<file path="config.mk">
export PLATFORM = sky130hd
export DESIGN_NAME = load_store_unit_flat
export DESIGN_NICKNAME = d
export VERILOG_FILES = /design/src/rtl/load_store_unit_if.sv /design/src/rtl/load_store_unit.sv /design/src/flat_wrapper.sv
export SDC_FILE = /design/constraint.sdc
export NUM_CORES = 1
export LEC_CHECK = 0
export ABC_AREA = 0
export CELL_PAD_IN_SITES_DETAIL_PLACEMENT = 1
export CELL_PAD_IN_SITES_GLOBAL_PLACEMENT = 2
export CORE_MARGIN = 5
export CORE_UTILIZATION = 23
export CTS_CLUSTER_DIAMETER = 120
export DETAILED_ROUTE_END_ITERATION = 12
export GPL_ROUTABILITY_DRIVEN = 0
export PLACE_DENSITY_LB_ADDON = 0.1
export SLEW_MARGIN = 25
export SYNTH_ARGS = -nofsm -noshare
export SYNTH_HDL_FRONTEND = slang
export SYNTH_SLANG_ARGS = --single-unit
</file>
<file path="constraint.sdc">
create_clock -name clk_i -period 2.45 [get_ports clk_i]
set_input_delay 0.3675 -clock clk_i [delete_from_list [all_inputs] [get_ports clk_i]]
set_output_delay 0.3675 -clock clk_i [all_outputs]
set_load 0.02 [all_outputs]
</file>
<file path="src/rtl/load_store_unit_if.sv">
// rtl/load_store_unit_if.sv - req/ready data bus between load_store_unit and memory/peripherals
interface load_store_unit_if;
   logic        req;
   logic        we;
   logic [3:0]  be;
   logic [31:0] addr;
   logic [31:0] wd;
   logic [31:0] rd;
   logic        ready;

   modport master (output req, we, be, addr, wd, input rd, ready);
   modport slave  (input req, we, be, addr, wd, output rd, ready);
endinterface

</file>
<file path="src/rtl/load_store_unit.sv">
// rtl/load_store_unit.sv - core data-side bridge to a req/ready bus with byte enables and load extension
// Optional feature macro: LSU_MISALIGN_EXC_EN rejects misaligned H/W accesses instead of force-aligning them.
module load_store_unit #(
   parameter int TIMEOUT_CYCLES = 255
) (
   input  logic              clk_i,
   input  logic              rst_ni,
   input  logic              core_req_i,
   input  logic              core_we_i,
   input  logic [2:0]        core_size_i,
   input  logic [31:0]       core_addr_i,
   input  logic [31:0]       core_wd_i,
   output logic [31:0]       core_rd_o,
   output logic              core_stall_o,
   output logic              core_misalign_o,
   output logic              core_bus_err_o,
   load_store_unit_if.master mem
);
   typedef enum logic [1:0] {IDLE, BUSY, DONE} state_t;

   state_t      state_q, state_d;
   logic [31:0] rd_q, rd_d;
   logic [31:0] cnt_q, cnt_d;
   logic        err_q, err_d;
   logic        mis_q, mis_d;

   logic [1:0]  off;
   logic        is_b, is_h, sgn;
   logic        misalign, active, req, timeout;
   logic [7:0]  lane_b;
   logic [15:0] lane_h;
   logic [31:0] load_ext;

   assign off  = core_addr_i[1:0];
   assign is_b = (core_size_i[1:0] == 2'd0);
   assign is_h = (core_size_i[1:0] == 2'd1);
   assign sgn  = ~core_size_i[2];

`ifdef LSU_MISALIGN_EXC_EN
   assign misalign = (is_h & off[0]) | (~is_b & ~is_h & (off != 2'd0));
`else
   assign misalign = 1'b0;
`endif

   // rst_ni gates the request path so the bus sees no request the instant reset asserts
   assign active  = rst_ni & core_req_i & (state_q != DONE);
   assign req     = active & ~misalign;
   assign timeout = (TIMEOUT_CYCLES != 0) && (cnt_q == 32'(TIMEOUT_CYCLES - 1));

   always_comb begin
      lane_b = mem.rd[{off, 3'b000} +: 8];
      lane_h = off[1] ? mem.rd[31:16] : mem.rd[15:0];
      if (is_b)
         load_ext = {{24{sgn & lane_b[7]}}, lane_b};
      else if (is_h)
         load_ext = {{16{sgn & lane_h[15]}}, lane_h};
      else
         load_ext = mem.rd;
   end

   always_comb begin
      mem.req  = req;
      mem.we   = 1'b0;
      mem.be   = 4'b0000;
      mem.addr = 32'd0;
      mem.wd   = 32'd0;
      if (req) begin
         mem.we   = core_we_i;
         mem.addr = {core_addr_i[31:2], 2'b00};
         if (is_b) begin
            mem.be = 4'b0001 << off;
            mem.wd = {4{core_wd_i[7:0]}};
         end else if (is_h) begin
            mem.be = 4'b0011 << {off[1], 1'b0};
            mem.wd = {2{core_wd_i[15:0]}};
         end else begin
            mem.be = 4'b1111;
            mem.wd = core_wd_i;
         end
      end
   end

   always_comb begin
      state_d = state_q;
      rd_d    = rd_q;
      cnt_d   = 32'd0;
      err_d   = 1'b0;
      mis_d   = 1'b0;
      unique case (state_q)
         IDLE: begin
            if (core_req_i) begin
               if (misalign) begin
                  rd_d    = 32'd0;
                  mis_d   = 1'b1;
                  state_d = DONE;
               end else if (req && mem.ready) begin
                  if (!core_we_i) rd_d = load_ext;
                  state_d = DONE;
               end else begin
                  state_d = BUSY;
               end
            end
         end
         BUSY: begin
            // a dropped request means the core trapped; the bus is simply abandoned
            if (!core_req_i) begin
               state_d = IDLE;
            end else if (req && mem.ready) begin
               if (!core_we_i) rd_d = load_ext;
               state_d = DONE;
            end else if (timeout) begin
               rd_d    = 32'd0;
               err_d   = 1'b1;
               state_d = DONE;
            end else begin
               cnt_d = cnt_q + 32'd1;
            end
         end
         DONE:    state_d = IDLE;
         default: state_d = IDLE;
      endcase
   end

   always_ff @(posedge clk_i or negedge rst_ni) begin
      if (!rst_ni) begin
         state_q <= IDLE;
         rd_q    <= 32'd0;
         cnt_q   <= 32'd0;
         err_q   <= 1'b0;
         mis_q   <= 1'b0;
      end else begin
         state_q <= state_d;
         rd_q    <= rd_d;
         cnt_q   <= cnt_d;
         err_q   <= err_d;
         mis_q   <= mis_d;
      end
   end

   assign core_rd_o       = rd_q;
   assign core_stall_o    = active;
   assign core_bus_err_o  = err_q;
   assign core_misalign_o = mis_q;
endmodule
</file>
<file path="src/flat_wrapper.sv">
// flat-port wrapper written by rule: the top's interface ports become plain ports
module load_store_unit_flat 
#(
   parameter int TIMEOUT_CYCLES = 255
)
  (clk_i, rst_ni, core_req_i, core_we_i, core_size_i, core_addr_i, core_wd_i, core_rd_o, core_stall_o, core_misalign_o, core_bus_err_o, mem_req, mem_we, mem_be, mem_addr, mem_wd, mem_rd, mem_ready);
  load_store_unit_if mem_i ();
  input  logic clk_i;
  input  logic rst_ni;
  input  logic core_req_i;
  input  logic core_we_i;
  input  logic [2:0] core_size_i;
  input  logic [31:0] core_addr_i;
  input  logic [31:0] core_wd_i;
  output logic [31:0] core_rd_o;
  output logic core_stall_o;
  output logic core_misalign_o;
  output logic core_bus_err_o;
  output wire logic [$bits(mem_i.req)-1:0] mem_req;
  output wire logic [$bits(mem_i.we)-1:0] mem_we;
  output wire logic [$bits(mem_i.be)-1:0] mem_be;
  output wire logic [$bits(mem_i.addr)-1:0] mem_addr;
  output wire logic [$bits(mem_i.wd)-1:0] mem_wd;
  input wire logic [$bits(mem_i.rd)-1:0] mem_rd;
  input wire logic [$bits(mem_i.ready)-1:0] mem_ready;
  assign mem_req = mem_i.req;
  assign mem_we = mem_i.we;
  assign mem_be = mem_i.be;
  assign mem_addr = mem_i.addr;
  assign mem_wd = mem_i.wd;
  assign mem_i.rd = mem_rd;
  assign mem_i.ready = mem_ready;
  load_store_unit #(.TIMEOUT_CYCLES(TIMEOUT_CYCLES)) u_core (.clk_i(clk_i), .rst_ni(rst_ni), .core_req_i(core_req_i), .core_we_i(core_we_i), .core_size_i(core_size_i), .core_addr_i(core_addr_i), .core_wd_i(core_wd_i), .core_rd_o(core_rd_o), .core_stall_o(core_stall_o), .core_misalign_o(core_misalign_o), .core_bus_err_o(core_bus_err_o), .mem(mem_i));
endmodule
</file>
Word-level counts from Yosys, hierarchy flattened
Index checks and enable logic that the tools add are counted.
Word-level totals
  bits in registers: 67
  bits of input ports: 104
  output and inout port bits: 105
  logic and storage cells: 60
Operators by class
  add/subtract/negate cells: 1
  equal/unequal tests: 9
  shift-type cells: 3
  muxes and demuxes: 32
  bitwise operators: 5
  reduce and logical (&&, ||, !) cells: 6
Operators with widths (number)
  $mux W32: 16
  $pmux W32 S2: 1
  $add A32 B1 Y32 const B: 1
  $eq A32 B8 Y1 const B: 1
  $shiftx A32 B6 Y8: 1
  $mux W16: 1
  $mux W4: 3
  $mux W2: 5
  $ne A2 B2 Y1 const B: 3
  $mux W1: 5
  $reduce_and A5 Y1: 1
  $and A1 B1 Y1: 4
  $eq A2 B1 Y1 const B: 2
  $logic_not A2 Y1: 2
  $ne A4 B2 Y1 const B: 1
  $pmux W2 S2: 1
  $shl A1 B2 Y4 const A: 1
  $shl A2 B2 Y4 const A: 1
  $ne A3 B1 Y1 const B: 1
  $ne A2 B1 Y1 const B: 1
  $reduce_and A2 Y1: 1
  $reduce_bool A2 Y1: 1
  $logic_and A1 B1 Y1: 1
  $not A1 Y1: 1

Longest topological paths before layout
  word-level depth: 8
  mapped depth: 7
  depth with buffers taken out: 6

Least setup slack after synthesis
OpenSTA, ideal clock, no wires.
  path kind: flip-flop to flip-flop
  start point: reg u_core.cnt_q[0]
  end point: reg u_core.rd_q[12], in the netlist u_core.core_rd_o[12]
  setup time: 147 ps
  arrival: 1881 ps
  data required time: 2303 ps
  slack: 422 ps
  stages on the path, launching flop included: 8
  buffers on the path: 1
  period minus slack after synthesis: 2028 ps
  cell sequence: dfrtp_1 -> inv_1 -> ha_1 -> nor4bb_1 -> nand4_1 -> nor4b_4 -> clkbuf_1 -> a211oi_1
Between the ends
  longest elaborated chain between the ends: 3
RTL lines
  start, declared: line load_store_unit.sv:23  | logic [31:0] cnt_q, cnt_d;
  start signal, assigned: line load_store_unit.sv:134  | cnt_q <= cnt_d;
  $eq A32 B8 Y1: line load_store_unit.sv:48  | assign timeout = (TIMEOUT_CYCLES != 0) && (cnt_q == 32'(TIMEOUT_CYCLES - 1));
  $ne A3 B1 Y1 (no source line)
  $reduce_and A5 Y1 (no source line)
  end signal, assigned: line load_store_unit.sv:133  | rd_q <= rd_d;
  end, declared: line load_store_unit.sv:22  | logic [31:0] rd_q, rd_d;
No other way between the ends.
A chain may end at the register's enable or synchronous reset.

Worst setup path after layout
  start point: in core_req_i
  end point: out mem_addr[31]
Between the ends
  longest elaborated chain between the ends: 3
RTL lines
  start, declared: line flat_wrapper.sv:10  | input logic core_req_i;
  $and A1 B1 Y1 (2 in series): line load_store_unit.sv:46  | assign active = rst_ni & core_req_i & (state_q != DONE);
  $mux W32: line load_store_unit.sv:67  | if (req) begin
  end, declared: line flat_wrapper.sv:22  | output wire logic [$bits(mem_i.addr)-1:0] mem_addr;
No other way between the ends.

==> impl_metrics.xml <==
<?xml version="1.0" encoding="UTF-8"?>
<metrics>
  <group name="clocking">
    <metric name="cts_buffers" unit="">9</metric>
    <metric name="cts_max_level" unit="">3</metric>
    <metric name="tritoncts" unit="">yes</metric>
    <metric name="tritoncts_num_sinks" unit="">67</metric>
    <metric name="clk_pin_slew_worst_paths" unit="ns">0.06</metric>
    <metric name="ctsRootBufferMaster" unit="">clkbuf_16</metric>
    <metric name="cts-root-to-sink-buffers" unit="">2</metric>
    <metric name="worstSkewPairLatency" unit="ns">0.33</metric>
  </group>
  <group name="synth">
    <metric name="synthesis.instances" unit="">536</metric>
    <metric name="synth_sequential_area_ratio" unit="%">37.8</metric>
    <metric name="mappedNetlistArea" unit="sq um">4430</metric>
    <metric name="post_synth.cell_area_avg" unit="sq um">8.27</metric>
    <metric name="synth.lib_cells_used.distinct" unit="">49</metric>
    <metric name="yosysWarnings" unit="">0</metric>
    <metric name="synth-edff-count" unit="">0</metric>
    <metric name="synth_seq_cells" unit="">67</metric>
    <metric name="postSynth.asyncResetShare" unit="%">100</metric>
    <metric name="ys.flop_type" unit="">dfrtp_1</metric>
  </group>
  <group name="route">
    <metric name="firstDrtPassIters" unit="">4</metric>
    <metric name="wire_per_inst" unit="um">20.1</metric>
    <metric name="total_drc_errors_in_the_routed_layout" unit="">0</metric>
    <metric name="route.antenna.remaining_nets" unit="">0</metric>
    <metric name="postRouteWirelength" unit="mm">20.4</metric>
    <metric name="via_count" unit="">5004</metric>
    <metric name="average_via_count_per_standard_cell" unit="">4.92</metric>
    <metric name="initialDrtViolationCount" unit="">241</metric>
  </group>
  <group name="power">
    <metric name="vdd_drop_max" unit="mV">0.246</metric>
    <metric name="post-layout-total-power" unit="mW">3.85</metric>
    <metric name="power.static_leakage" unit="nW">3.18</metric>
    <metric name="sequentialPowerShare" unit="%">34.0</metric>
    <metric name="p_per_area" unit="nW/um^2">531</metric>
    <metric name="internal_dissipation" unit="mW">2.63</metric>
    <metric name="power_frac_clock" unit="%">34.2</metric>
    <metric name="power_switching_share" unit="%">31.8</metric>
    <metric name="power_switching" unit="mW">1.22</metric>
    <metric name="share_comb_of_total_power" unit="%">31.8</metric>
  </group>
  <group name="sta">
    <metric name="worst_slew_margin_rel" unit="%">57.7</metric>
    <metric name="drv_slew" unit="">0</metric>
    <metric name="finalHoldViolCount" unit="">0</metric>
    <metric name="clock.fmax" unit="MHz">434</metric>
    <metric name="tightest_slew" unit="ns">0.635</metric>
    <metric name="grt_setup_unrepaired" unit="">no</metric>
    <metric name="holdWs" unit="ns">0.118</metric>
    <metric name="skew" unit="ns">0.0102</metric>
    <metric name="post-route-period-util" unit="%">94.1</metric>
    <metric name="timing.final.setup_violations" unit="">0</metric>
    <metric name="layout_min_cycle_time" unit="ns">2.30</metric>
  </group>
  <group name="die">
    <metric name="core_area" unit="sq um">18800</metric>
    <metric name="fp-row-count" unit="">50</metric>
    <metric name="floorplan.die.height" unit="um">149</metric>
    <metric name="initial_utilization" unit="%">23.5</metric>
    <metric name="dieArea" unit="sq um">22200</metric>
    <metric name="fp.dieW" unit="um">149</metric>
    <metric name="num_io_pins" unit="">209</metric>
  </group>
  <group name="critical_path">
    <metric name="critical_path_arrival" unit="ns">1.94</metric>
    <metric name="worst_ep_required_time" unit="ns">2.08</metric>
    <metric name="worst_setup_path_start_kind" unit="">input pin</metric>
    <metric name="critPathKind" unit="">in2out</metric>
    <metric name="end_kind" unit="">output pin</metric>
    <metric name="path_max_fanout" unit="">41</metric>
  </group>
  <group name="global_route">
    <metric name="number_of_antenna_violations_at_the_first_check_in_global_routing" unit="">0</metric>
    <metric name="grt_usage" unit="%">18.4</metric>
    <metric name="grt_first_pass_wirelength" unit="mm">32.2</metric>
    <metric name="grt_pass1_vias" unit="">5497</metric>
    <metric name="grt_start_max_net_pins" unit="">48</metric>
    <metric name="grt.overflow.total" unit="">0</metric>
  </group>
  <group name="flow_run">
    <metric name="max-cap-violations" unit="">0</metric>
  </group>
  <group name="place">
    <metric name="port_buffers" unit="">205</metric>
    <metric name="post-dp-hpwl" unit="mm">16.2</metric>
  </group>
  <group name="finish">
    <metric name="drive_above_1_share" unit="%">10.7</metric>
    <metric name="num_antenna_cells" unit="">0</metric>
    <metric name="layout.nets" unit="">858</metric>
    <metric name="syn_to_final_growth" unit="%">63.5</metric>
  </group>
  <group name="worst_hold_path">
    <metric name="min_path_type" unit="">in2async</metric>
  </group>
  <group name="outcome">
    <metric name="run_status" unit="">finished, final reports clean</metric>
  </group>
</metrics>
## Yosys cell counts, drive strengths merged (3+ instances only)
master | instances | share of area, %
mux2i | 19 | 4.3
or2 | 3 | 0.42
xor2 | 6 | 1.2
nor3 | 3 | 0.34
nand2 | 50 | 4.2
xnor2 | 8 | 1.6
nor4 | 9 | 1.4
buf | 14 | 1.8
and3 | 4 | 0.56
a22oi | 7 | 1.2
or3 | 10 | 1.4
inv | 8 | 0.68
dfrtp | 67 | 38
nor2 | 74 | 6.3
nand2b | 3 | 0.42
clkbuf | 33 | 2.8
a211oi | 24 | 4.1
nand4 | 11 | 1.6
a21oi | 45 | 5.1
a211o | 5 | 0.99
o21ai | 10 | 1.1
and3b | 5 | 0.99
and4 | 4 | 0.79
or4 | 13 | 2.3
nand3 | 13 | 1.6
o31ai | 12 | 2.0
o22ai | 11 | 1.6
and2 | 39 | 5.5
a22o | 8 | 1.6
## layout by cell type, fill, tap and decap left out, types with 3 or more instances in the layout
master           instances
a211o_1                  5
a211oi_1                24
a21oi_1                 45
a22o_1                   8
a22oi_1                  7
and2_1                  39
and3_1                   4
and3b_1                  5
and4_1                   4
buf_12                   6
buf_4                   49
clkbuf_16                9
clkdlybuf4s50_1        134
clkinvlp_4               3
conb_1                   3
dfrtp_1                 67
dlygate4sd2_1           53
dlymetal6s2s_1           5
inv_1                    8
mux2i_1                 19
nand2_1                 50
nand2b_1                 3
nand3_1                 12
nand4_1                 11
nor2_1                  74
nor4_1                   8
o21ai_0                  9
o22ai_1                 11
o31ai_1                 12
or3_1                   10
or4_1                   12
xnor2_1                  8
xor2_1                   6
## stage by stage
stage          setup slack [ns]  cells  setup TNS [ns]  utilization, %  cell area (sq um)
4_1_cts                 0.00496   1017               0            38.4               7230
5_1_grt                 0.00340   1017               0            38.5               7250
2_1_floorplan             0.422    538               0               -               4440
3_5_place_dp             -0.161   1000           -3.91            37.1               6990
3_3_place_gp             -0.127   1000           -2.52            37.1               6990
6_report                  0.145   1017               0            38.5               7250
## power groups by stage
stage,clock network (mW),logic [mW],registers (mW)
after global placement,0,1.25,1.33
final,1.32,1.23,1.31
after floorplan,0,0.385,1.47
after CTS,1.37,1.25,1.31
after global routing,1.42,1.31,1.33
after detailed placement,0,1.27,1.33
## registers in the layout, summed over array words and instances (netlist names)
signal                 cells
u_core.state_q             2
u_core.core_bus_err_o      1
u_core.core_rd_o          32
u_core.cnt_q              32
## routing by layer
| metal | wire length (um) | vias to the layer above | track usage (%) | part of all wire (%) |
|---|---|---|---|---|
| li1 | - | 2341 | - | - |
| met1 | 8400 | 2436 | 22.5 | 41 |
| met2 | 9630 | 198 | 30.7 | 47 |
| met3 | 1880 | 29 | 6.11 | 9.2 |
| met4 | 531 | 0 | 6.04 | 2.6 |
| met5 | 0 | - | 0 | 0 |
## worst max-delay path, stage by stage
cell,delay (ns)
clkdlybuf4s50_1,0.49
nand2_1,0.06
a21o_1,0.18
inv_1,0.10
buf_12,0.18
and2_1,0.15
dlygate4sd2_1,0.40
## path summary, 6_finish.rpt
| check | to | startpoint | slack [ns] | cells after the start |
|---|---|---|---|---|
| setup / recovery | mem_addr[31] | core_req_i | 0.15 | 7 |
| hold / removal | u_core.core_rd_o[27] | rst_ni | 0.12 | 2 |
| setup reg to reg | u_core.core_rd_o[9] | u_core.cnt_q[0] | 0.30 | 7 |
| hold reg to reg | u_core.cnt_q[0] | u_core.cnt_q[0] | 0.53 | 1 |
| max in group asynchronous | u_core.cnt_q[6] | rst_ni | 1.40 | 3 |
| min in group clk_i | u_core.cnt_q[0] | u_core.cnt_q[0] | 0.53 | 1 |
## cells by family after synthesis
family	count (synthesis)	share of synthesized area (%)
buffers and inverters	55	5.25
other	1	0.0846
AO/OA/AOI/OAI	129	19.0
multiplexers	21	5.31
adder cells (fa/ha/maj)	2	0.564
XOR/XNOR	14	2.77
flip-flops	67	37.8
AND/OR/NAND/NOR	247	29.2
## cell type report
cell class,count,area (sq um)
fillers,2197,11600
repair buffers,250,2380
inverters,8,30.0
well taps,260,325
multi-input cells,416,2540
clock buffers,10,229
flip-flops and latches,67,1680
clock inverters,6,66.3
## what timing repair did
item / 4_1_cts / 5_1_grt
endpoints found under the hold margin: 1 / 0
hold buffers: 1 / 0
pin swaps: 0 / 0
setup buffers: 0 / 0
gates resized for setup: 53 / 6
endpoints found under the setup margin: 53 / 9
Power figures use the tool's default switching activity.
